**src/rtl/i2s_dac_tx.sv**
```systemverilog
// i2s_dac_tx: I2S serializer with BCLK/LRCK/FSCLK generation and a one-pair holding register
module i2s_dac_tx #(
   parameter int MCLK_DIV = 4
) (
   input  logic        MCLK,
   input  logic        RST,
   input  logic [15:0] LDATA,
   input  logic [15:0] RDATA,
   input  logic        DIN_VALID,
   output logic        DIN_READY,
   output logic        BCLK,
   output logic        LRCK,
   output logic        SDATA,
   output logic        FSCLK,
   output logic        UNDERRUN
);
   localparam int DW = $clog2(MCLK_DIV);
   localparam logic [DW-1:0] DMAX = DW'(MCLK_DIV - 1);
   logic [DW-1:0] div_cnt;
   logic [4:0]    bit_cnt, bit_nxt;
   logic [31:0]   shifter, last_pair, hold, next_pair;
   logic          full, tick, fall, load, accept;
   always_comb begin
      tick      = div_cnt == DMAX;
      fall      = tick & BCLK;
      bit_nxt   = bit_cnt + 5'd1;
      load      = fall & (bit_cnt == 5'd31);
      accept    = DIN_VALID & ~full;
      next_pair = full ? hold : DIN_VALID ? {LDATA, RDATA} : last_pair;
   end
   assign DIN_READY = ~full;
   assign FSCLK     = LRCK;
   // SDATA shows shifter[31] one BCLK after each shift, giving the one-bit I2S delay
   always_ff @(posedge MCLK) begin
      if (RST) begin
         div_cnt   <= '0;
         bit_cnt   <= 5'd31;
         BCLK      <= 1'b0;
         LRCK      <= 1'b0;
         SDATA     <= 1'b0;
         UNDERRUN  <= 1'b0;
         shifter   <= '0;
         last_pair <= '0;
         hold      <= '0;
         full      <= 1'b0;
      end else begin
         div_cnt  <= tick ? '0 : div_cnt + 1'b1;
         BCLK     <= BCLK ^ tick;
         UNDERRUN <= load & ~full & ~DIN_VALID;
         if (fall) begin
            bit_cnt <= bit_nxt;
            LRCK    <= bit_nxt[4];
            SDATA   <= shifter[31];
            shifter <= load ? next_pair : {shifter[30:0], 1'b0};
         end
         if (load) begin
            last_pair <= next_pair;
            full      <= 1'b0;
         end else if (accept) begin
            hold <= {LDATA, RDATA};
            full <= 1'b1;
         end
      end
   end
endmodule

```
**config.mk**
```make
export PLATFORM = sky130hd
export DESIGN_NAME = i2s_dac_tx
export DESIGN_NICKNAME = d
export VERILOG_FILES = /design/src/rtl/i2s_dac_tx.sv
export SDC_FILE = /design/constraint.sdc
export NUM_CORES = 1
export LEC_CHECK = 0
export BUFFER_PORTS_ARGS = -buffer_cell sky130_fd_sc_hd__buf_2
export CAP_MARGIN = 20
export CORE_AREA = 2 2 99 91
export CTS_CLUSTER_DIAMETER = 50
export DETAILED_ROUTE_END_ITERATION = 10
export DIE_AREA = 0 0 101 93
export GPL_TIMING_DRIVEN = 0
export PLACE_DENSITY = 0.83
export RECOVER_POWER = 25
export SYNTH_ARGS = -nofsm -noshare
export SYNTH_HDL_FRONTEND = slang
export SYNTH_SLANG_ARGS = --single-unit
```
**constraint.sdc**
```tcl
create_clock -name MCLK -period 6.2 [get_ports MCLK]
set_clock_uncertainty 0.2 [all_clocks]
set_input_delay 0.31 -clock MCLK [delete_from_list [all_inputs] [get_ports MCLK]]
set_output_delay 0.31 -clock MCLK [all_outputs]
set_load 0.01 [all_outputs]
```
==> metrics.cfg <==
[outcome]
status=finished clean

[worst_hold_path]
hold_class=input port to flop

[sta]
hold_violations=0
whs_ns=0.00381
rsz0062_at_grt=false
setup_tns_ns=0
tightest_slew_ns=0.744
maxSlewHeadroom_pct=50.4
min_period_ns=2.85
slew_viol_final=0
fmax_mhz=351
fin_crit_sh_pct=45.9
layout_setup_ws_ns=3.35
setup_viol=0

[power_and_ir_drop]
power.density_mw_per_mm2=223
p_int_mw=0.979
clock_power_share_pct=34.4
switching_power_mw=0.345
ir_drop_mv=0.208
p_sw_share_pct=26.1
p_leak_nw=2.16
p_seq_share_pct=54.6
comb_power_share_pct=11.1
p_total_mw=1.32

[clock_tree]
numCtsBuffers=9
cts.sinks=108
cts_tree=built
cts.clk_slew.worst_paths_ns=0.11
ctsLongestPathBuffers=2
clock_latency_ns=0.38
post_cts_buffers=0
htreeDepth=3
cts-root-buf=clkbuf_8

[logic_synthesis]
synth_compound_area_share_pct=29.0
synth_largest_area_cell=dfxtp_1
synth_area_mm2=0.00523
ys_ff_latch=108
synth_top_family_by_area=compound AO/OA/AOI/OAI gates
muxShareOfSynthArea_pct=6.36
synth_top_area_share_pct=41.3
synthSimpleGateAreaFrac_pct=14.7
synth_nets=596
ys_seq_area_share_pct=41.3
synth_area_leaders=dfxtp_1 (41%), a2111oi_2 (8.9%), mux2i_1 (5.9%)
synthAdderAreaFrac_pct=0.956
synth_xor_area_share_pct=0.335
synth_warnings=0
synth_cell_types=44
netlist_instances=557
avgSynthCellArea_um2=9.40

[setup_path]
slowest_delay_ns=0.47
startpoint_type=flop
crit_chain=ha_1 > and3_1 > ha_1 > clkbuf_1 > and2_1 > clkbuf_1 > buf_4 > o21ai_0 > a21oi_1
required_ns=6.30
crit_type=flop to flop
slowest_stage=clkbuf_1
crit_arrival_ns=2.95
critPathMaxFanout=10
end_kind=flop

[layout]
layout_commonest_cell=dfxtp_1
area_growth_syn_to_layout_pct=13.2
fin_nets=671
mostFrequentLayoutCells=dfxtp_1 (108), o21ai_0 (62), buf_2 (47), clkbuf_1 (35), nor2_1 (35)
diodes=0
drive_above_1_share_pct=19.0

[job]
cap_violations=0

[place]
place.gp.congestion=0.874
pre_cts_slack_ns=3.91
dpl.hpwl_um=9240
place.port_buffers=39

[floorplan]
die_h_um=93
dieArea_mm2=0.00939
core.rowCount=32
core-area_mm2=0.00841
die_w_um=101
initial_utilization_pct=62.2
pin_count=41

[drt]
firstDrtPassIters=5
num_vias=4664
vias_per_cell=6.31
drtIter0Drc=321
totalWireLength_um=13800
wl_per_cell_um=18.7
ant_nets=0
drc=0

[global_routing]
grt_pass1_vias=4677
grt_pass1_wl_um=22700
antenna_found_initial=0
gr-total-overflow=0
grt_max_degree=18
grtUsageTotal_pct=30.6

cell families after synthesis:
kind of cell,after synthesis
AOI/OAI and AO/OA,196
and+or+nand+nor,154
adders and majority gates,4
DFF,108
buffers and inverters,60
muxes,33
xor gates and xnor gates,2
metrics by stage:
step	instances	util [%]	area [µm²]
floorplan	557	-	5230
global placement	698	66.1	5560
detailed placement	698	66.1	5560
CTS	738	71.4	6010
global route	739	70.5	5930
finish	739	70.5	5930
cell type report:
| cell class | instances | area [µm²] |
|---|---|---|
| timing repair buffer | 64 | 439 |
| tap | 102 | 128 |
| inverter | 1 | 3.75 |
| multi-input combinational | 389 | 2670 |
| clock inverter | 5 | 58.8 |
| clock buffer | 11 | 151 |
| fill | 677 | 2480 |
| buffer | 59 | 314 |
| sequential | 108 | 2160 |
power groups by stage:
stage          registers (mW)  logic, mW  clock network [mW]
2_1_floorplan           0.734     0.0913                   0
3_3_place_gp            0.737      0.129                   0
3_5_place_dp            0.738      0.134                   0
4_1_cts                 0.722      0.147               0.456
5_1_grt                 0.724      0.158               0.484
6_report                0.722      0.147               0.455
Yosys cell counts (all sizes together):
| master | instances |
|---|---|
| dfxtp | 108 |
| o21ai | 64 |
| buf | 39 |
| nor2 | 36 |
| a21oi | 34 |
| nand2b | 34 |
| nand2 | 33 |
| nand3 | 33 |
| a2111oi | 31 |
| mux2i | 31 |
| o22ai | 31 |
| a22o | 29 |
| clkbuf | 20 |
| nor2b | 6 |
| ha | 4 |
| nor3 | 3 |
| a211o | 2 |
| and3 | 2 |
| mux2 | 2 |
| or2b | 2 |
| a211oi | 1 |
| a21o | 1 |
| and2 | 1 |
| and3b | 1 |
| inv | 1 |
| nand3b | 1 |
| nand4 | 1 |
| nor3b | 1 |
| o211ai | 1 |
| o21a | 1 |
| o21bai | 1 |
| xnor2 | 1 |
| xor2 | 1 |
sequential cells by signal (all words and copies together), names as in the netlist:
| signal | count |
|---|---|
| BCLK | 1 |
| FSCLK | 1 |
| SDATA | 1 |
| UNDERRUN | 1 |
| bit_cnt | 5 |
| div_cnt | 2 |
| full | 1 |
| hold | 32 |
| last_pair | 32 |
| shifter | 32 |
worst paths after layout:
check	from	end	slack, ns	cells past startpoint
worst max-delay path	bit_cnt[0]	hold[13]	3.35	9
worst min-delay path	RDATA[3]	hold[3]	0.004	3
worst max register to register	bit_cnt[0]	hold[13]	3.35	9
worst min register to register	div_cnt[0]	div_cnt[0]	0.24	1
worst max-delay path, delay by kind of cell (launching register included):
kind,cells,cell delay [ns]
AND/OR/NAND/NOR,2,0.39
adder cells (fa/ha/maj),2,0.37
buffers and inverters,3,1.11
flip-flops,1,0.39
AO/OA/AOI/OAI,2,0.32
timing repair:
| action | in CTS | in global routing |
|---|---|---|
| gates resized for setup | 0 | 0 |
| hold endpoints to repair | 24 | 1 |
| hold buffers | 24 | 1 |
layer usage:
metal | routed length (µm) | vias to the layer above | track usage [%]
met5 | 0 | - | 0
met4 | 191 | 0 | 10.6
met3 | 978 | 20 | 5.75
met2 | 6810 | 197 | 51.3
met1 | 5850 | 2253 | 39.5
li1 | - | 2194 | -
(Power assumes the default switching activity.)
